[config.mk]
export PLATFORM = sky130hd
export DESIGN_NAME = z1010_ff_slice
export DESIGN_NICKNAME = d
export VERILOG_FILES = /design/src/rtl/z1010_ff_slice.sv
export SDC_FILE = /design/constraint.sdc
export NUM_CORES = 1
export LEC_CHECK = 0
export CAP_MARGIN = 20
export CORE_UTILIZATION = 55
export DETAILED_ROUTE_END_ITERATION = 7
export HOLD_SLACK_MARGIN = 0.15
export PLACE_DENSITY = 0.8
export SYNTH_ARGS = -nofsm -noshare
export SYNTH_HDL_FRONTEND = slang
export SYNTH_SLANG_ARGS = --single-unit
[constraint.sdc]
create_clock -name clk -period 2.1 [get_ports clk]
set_input_delay 0.63 -clock clk [delete_from_list [all_inputs] [get_ports clk]]
set_output_delay 0.63 -clock clk [all_outputs]
set_load 0.01 [all_outputs]
[src/rtl/z1010_ff_slice.sv]
// z1010_ff_slice: config-chain driven fabric flop slice (dff..dffer); FF_SLICE_INIT_EN adds a per-slot init bit
module z1010_ff_slice #(
   parameter int N  = 4,
   parameter int MW = 4
) (
   input  logic         clk,
   input  logic         nreset,
   input  logic         cfg_en,
   input  logic         cfg_in,
   output logic         cfg_out,
   input  logic         cfg_commit,
   output logic         cfg_err,
   input  logic [N-1:0] d,
   input  logic [N-1:0] e,
   input  logic [N-1:0] r,
   output logic [N-1:0] q
);
`ifdef FF_SLICE_INIT_EN
   localparam int CW = MW + 1;
`else
   localparam int CW = MW;
`endif
   localparam int L = N * CW;
   localparam logic [MW-1:0] M_OFF   = MW'(0);
   localparam logic [MW-1:0] M_DFFE  = MW'(2);
   localparam logic [MW-1:0] M_DFFR  = MW'(3);
   localparam logic [MW-1:0] M_DFFS  = MW'(4);
   localparam logic [MW-1:0] M_DFFH  = MW'(5);
   localparam logic [MW-1:0] M_DFFL  = MW'(6);
   localparam logic [MW-1:0] M_DFFEH = MW'(7);
   localparam logic [MW-1:0] M_DFFEL = MW'(8);
   localparam logic [MW-1:0] M_DFFER = MW'(9);
   logic [L-1:0] shadow, active;
   logic [N-1:0] q_reg, q_nxt, init, rsv_sh;
   logic pend, commit;
   assign commit  = cfg_commit && !cfg_en;
   assign cfg_out = shadow[L-1];
   for (genvar i = 0; i < N; i++) begin : g_slot
      logic [MW-1:0] m;
      logic a_lo, a_hi, s_hi, s_lo, en_m, off;
      assign m = active[i*CW +: MW];
`ifdef FF_SLICE_INIT_EN
      assign init[i] = active[i*CW+MW];
`else
      assign init[i] = 1'b0;
`endif
      assign rsv_sh[i] = shadow[i*CW +: MW] > M_DFFER;
      assign a_lo = (m == M_DFFR || m == M_DFFER) && !r[i];
      assign a_hi = m == M_DFFS && !r[i];
      assign s_hi = (m == M_DFFH || m == M_DFFEH) && !r[i];
      assign s_lo = (m == M_DFFL || m == M_DFFEL) && !r[i];
      assign en_m = m == M_DFFE || m == M_DFFEH || m == M_DFFEL || m == M_DFFER;
      assign off  = m == M_OFF || m > M_DFFER;
      // async forces bypass the register so they reach q with no clock
      assign q[i] = a_lo ? 1'b0 : a_hi ? 1'b1 : q_reg[i];
      assign q_nxt[i] = cfg_en ? q_reg[i] : a_lo ? 1'b0 : a_hi ? 1'b1 : pend ? init[i] :
                        s_hi ? 1'b1 : s_lo ? 1'b0 : off ? 1'b0 : (en_m && !e[i]) ? q_reg[i] : d[i];
   end
   always_ff @(posedge clk or negedge nreset)
      if (!nreset) begin
         shadow  <= '0;
         active  <= '0;
         q_reg   <= '0;
         pend    <= 1'b0;
         cfg_err <= 1'b0;
      end else begin
         if (cfg_en) shadow <= {shadow[L-2:0], cfg_in};
         if (commit) begin
            active  <= shadow;
            cfg_err <= |rsv_sh;
         end
         pend  <= commit;
         q_reg <= q_nxt;
      end
endmodule
Word level (Yosys, flattened, before mapping)

Index checks and enable logic that the tools add are counted.

Flip-flop bits (word level): 38
Output and inout bits: 6
Input bits: 17

Mux-type cells: 36
Eq/ne operators: 36
Bitwise logic cells: 1
Reduce and logical (&&, ||, !) cells: 67
Order comparisons: 8

Operators with widths:

| cell                                                            | count |
|---|---|
| 4-bit by 3-bit == test with 1-bit output, second input constant | 16 |
| 1-bit 2-to-1 mux                                                | 36 |
| 4-bit by 2-bit == test with 1-bit output, second input constant | 8 |
| 4-bit == test, second input constant                            | 8 |
| 4-bit > comparator, second input constant                       | 8 |
| 1-bit logical OR                                                | 28 |
| 7-bit != test, second input constant                            | 4 |
| 1-bit logical AND                                               | 21 |
| 4-bit zero test                                                 | 4 |
| 1-bit zero test                                                 | 9 |
| 2-bit AND reduction                                             | 4 |
| 4-bit OR reduction                                              | 1 |
| 1-bit inverter                                                  | 1 |

Longest topological paths before layout

Depth in word-level cells: 12
Depth in mapped cells: 5
Depth with buffers taken out: 4

Worst setup path before layout

No wires, ideal clock.

Path type: input to output
Start: input r[3]
End: output q[3]
Path buffers: 0
Data arrival time: 1491 ps
Path slack: -21 ps
Stages: 3
Cell sequence: or4b_4 nor2b_1 o21ai_1

Cells in the longest elaborated chain, start to end: 4
Elaborated cells between the ends (all ways): 5

Ends and longest elaborated chain:

| what               | RTL line | source |
|---|---|---|
| start: declaration | 15       | `input logic [N-1:0] r,` |
| 1-bit zero test *  | 48, 49   |  |
| 1-bit logical AND  | 49       | `assign a_hi = m == M_DFFS && !r[i];` |
| 1-bit 2-to-1 mux   | 55       | `assign q[i] = a_lo ? 1'b0 : a_hi ? 1'b1 : q_reg[i];` |
| 1-bit 2-to-1 mux * | 55       |  |
| end: declaration   | 16       | `output logic [N-1:0] q` |

Every way passes the cells marked *; elsewhere a longest branch is shown, timed or not.

Worst setup path after layout

Same ends and word-level chain as after synthesis.

==> results.md <==
* Sequential area share after synthesis at 46.9%
* Initial DRT Pass Iterations at 5
* Failing checks: negative setup slack
* Net Count, Synth at 204
* Fin nets at 247
* CP max FO at 2
* Post-DR wirelength/cell at 16.1 µm
* Vias in the first global route at 1700
* Area contributors post-synth: dfrtp_1 (47%), mux2_2 (18%), o21ai_0 (3.2%), nor2_1 (3.0%), nor2b_1 (2.5%)
* Layout Area Growth over Synthesis at 25.5%
* Root Buffer: clkbuf_8
* Power Density at 1250 nW/µm²
* Synth area leader: dfrtp_1
* Post-CTS Hold Buffers at 0
* Crit path kind: primary input to output port
* Final WS setup at -0.162 ns
* GRT Overall Usage at 25.6%
* # IOs at 23
* Mean post-synth cell area at 10.8 µm²
* PortBufs at 22
* Final Hold Viols at 0
* Setup crit start: r[3]
* Synth Area in Compound Gates at 13.2%
* First-pass GRT wire length at 7620 µm
* Origin of the critical flop-to-flop path: pend
* Outcome: finished, violations left
* Max-cap violations at 0
* WP data required at 1.47 ns
* Clk slew on worst S/H paths at 0.07 ns
* FF-to-FF setup slack at 0.35 ns
* Largest family of logic cells by synthesized area: multiplexers
* Leakage at 1.10 nW
* Tcrit/Tclk final at 108%
* R2r worst-path depth at 4
* Avg Vias per Cell at 5.95
* DRC Markers at 0
* CTS Buffer Depth at 2
* Number of diodes at 0
* DR iter-0 viols at 117
* Clk sinks at 38
* Maximum clock frequency at 442 MHz
* Share of cells above drive strength 1 at 34.2%
* GRT Residual Overflow at 0
* Simple-Gate Fraction of Synth Area at 17.1%
* Synth Warn # at 0
* GR Layer Usage met2 at 44.6%
* Setup crit end: q[3]
* Syn Inst Count at 187
* HP Class: register to register
* Multi-input gate area at 1070 µm²
* Routed Wire Length at 4450 µm
* Num CTS Buffers at 5
* H-tree Lvls at 2
* Sequential cell area at 951 µm²
* Critical path launch point type: primary input
* Worst IR drop on VDD at 815 µV
* Synth cell count leaders: dfrtp_1 (38), mux2_2 (33), nor2_1 (16)
* Routed Antenna Nets at 0
* Arr. time, crit path at 1.63 ns
* Core box area at 3440 µm²
* Top-count cell post-synth: dfrtp_1
* Final Wtd Congestion at 0.907
* Final Hold Slack at 0.537 ns
* Final core occ at 73.9%
* Post-Synth XOR/XNOR Area at 0.865%
* Grt met1 use at 28.5%
* Netlist Area Pre-Place at 2030 µm²
* Seq cells post-synth at 38
* Clock Skew at 0.00286 ns
* Met3 Use GR at 7.30%
* Setup violators final at 1
* EDFF count, synth at 0
* Post-synthesis mux area share at 19.4%
* Die Width at 62.7 µm
* Worst rel slew slack at 68.9%
* Most used routing layer: met2
* Distinct cells, synth at 39
* Largest net degree at the start of global routing at 39
* RSZ-0062 raised after global routing: yes
* Worst Max-Slew Pin Slew at 0.466 ns
* Vias at 1648
* Post-detail-place hpwl at 3190 µm
* Kind of end point of the critical path: output port
* CTS tree: yes
* Initial antenna violation count at 0
* Total die area at 3930 µm²
* Num rows at 21
* Worst-Skew Late Latency at 0.29 ns
* Die H at 62.7 µm
* Reg2reg end: q_reg[1]
* Starting density of the core at 58.9%
* Main flop type after synthesis: dfrtp_1
* Max-slew violation count at 0
* Synth top area share at 46.9%
* Fillcell total at 241
* Minimum clock period at 2.26 ns
* Adder-cell area share of the yosys netlist at 0%
* Async S/R FF share, synth at 100%
[how the worst min path moves through the flow]
stage,cells past startpoint,slack [ns],from,end
after detailed placement,1,0.52,q_reg[3],q_reg[3]
after floorplan,0,0.33,nreset,active[0]
after global placement,1,0.50,q_reg[3],q_reg[3]
final,1,0.54,shadow[8],shadow[9]
after global routing,1,0.55,q_reg[1],q_reg[1]
after CTS,1,0.53,q_reg[1],q_reg[1]
[area by class of cell]
cell class              count  share of cell area (%)
clock inverters             1                   0.197
well taps                  46                    2.26
inverters                   4                   0.591
repair buffers             43                    14.0
multi-input cells         138                    42.1
flip-flops and latches     38                    37.4
clock buffers               7                    3.40
[critical path, stage by stage]
cell and delay (ns):
buf_6 0.09, or4b_4 0.54, nor2b_4 0.15, o21ai_2 0.09, buf_2 0.13
[cells in the final DEF, fill, tap and decap left out, types with 2 or more instances in the layout]
master and n:
dfrtp_1 38, mux2_2 33, buf_4 20, nor2_1 15, clkdlybuf4s50_1 14, nand2_1 11, o21ai_0 11, nor2b_1 7
nand2b_1 6, clkbuf_8 6, buf_2 6, or3b_1 5, inv_1 4, a21oi_1 4, nor3_1 3, a31oi_1 3
and3_1 3, a311oi_1 3, o21ai_2 2, nand3_1 2, a22o_1 2, nor4bb_1 2, a21boi_1 2, o32a_1 2
o211ai_1 2
[layer usage]
layer	share of wire [%]	wire length [µm]	vias up
li1	-	-	774
met3	4.5	202	17
met5	0	0	-
met2	51	2260	52
met1	41	1840	805
met4	3.3	145	0
[timing repair]
action / in CTS / in global routing
pin swaps: 7 / 2
hold endpoints to repair: 0 / 0
gates resized for setup: 37 / 5
setup endpoints to repair: 4 / 2
buffers inserted: 2 / 0
gates cloned: 0 / 0
[stage by stage]
| stage | total power (W) | std cells | instance area [µm²] | worst slack, ns | TNS, ns |
|---|---|---|---|---|---|
| floorplan | 0.00209 | 187 | 2030 | 0.0190 | 0 |
| CTS | 0.00315 | 277 | 2530 | -0.127 | -0.127 |
| global route | 0.00341 | 277 | 2540 | -0.199 | -0.199 |
| detailed placement | 0.00264 | 268 | 2430 | -0.934 | -3.28 |
| finish | 0.00319 | 277 | 2540 | -0.162 | -0.162 |
| global placement | 0.00254 | 268 | 2430 | -0.897 | -3.05 |
[power breakdown]
part / leakage, nW / switching, W / internal (W)
Sequential: 0.459 / 0.000296 / 0.00103
Clock: 0.0482 / 0.000245 / 0.000264
Combinational: 0.593 / 0.000599 / 0.000757
Total: 1.10 / 0.00114 / 0.00205
[kinds of logic (layout without fill, tap and decap cells)]
logic type             count (synthesis)  count (layout)
AO/OA/AOI/OAI                         39              39
multiplexers                          35              35
XOR/XNOR                               2               2
AND/OR/NAND/NOR                       62              62
flip-flops                            38              38
buffers and inverters                 11              55
No activity file was read; power rests on OpenSTA's default activity.
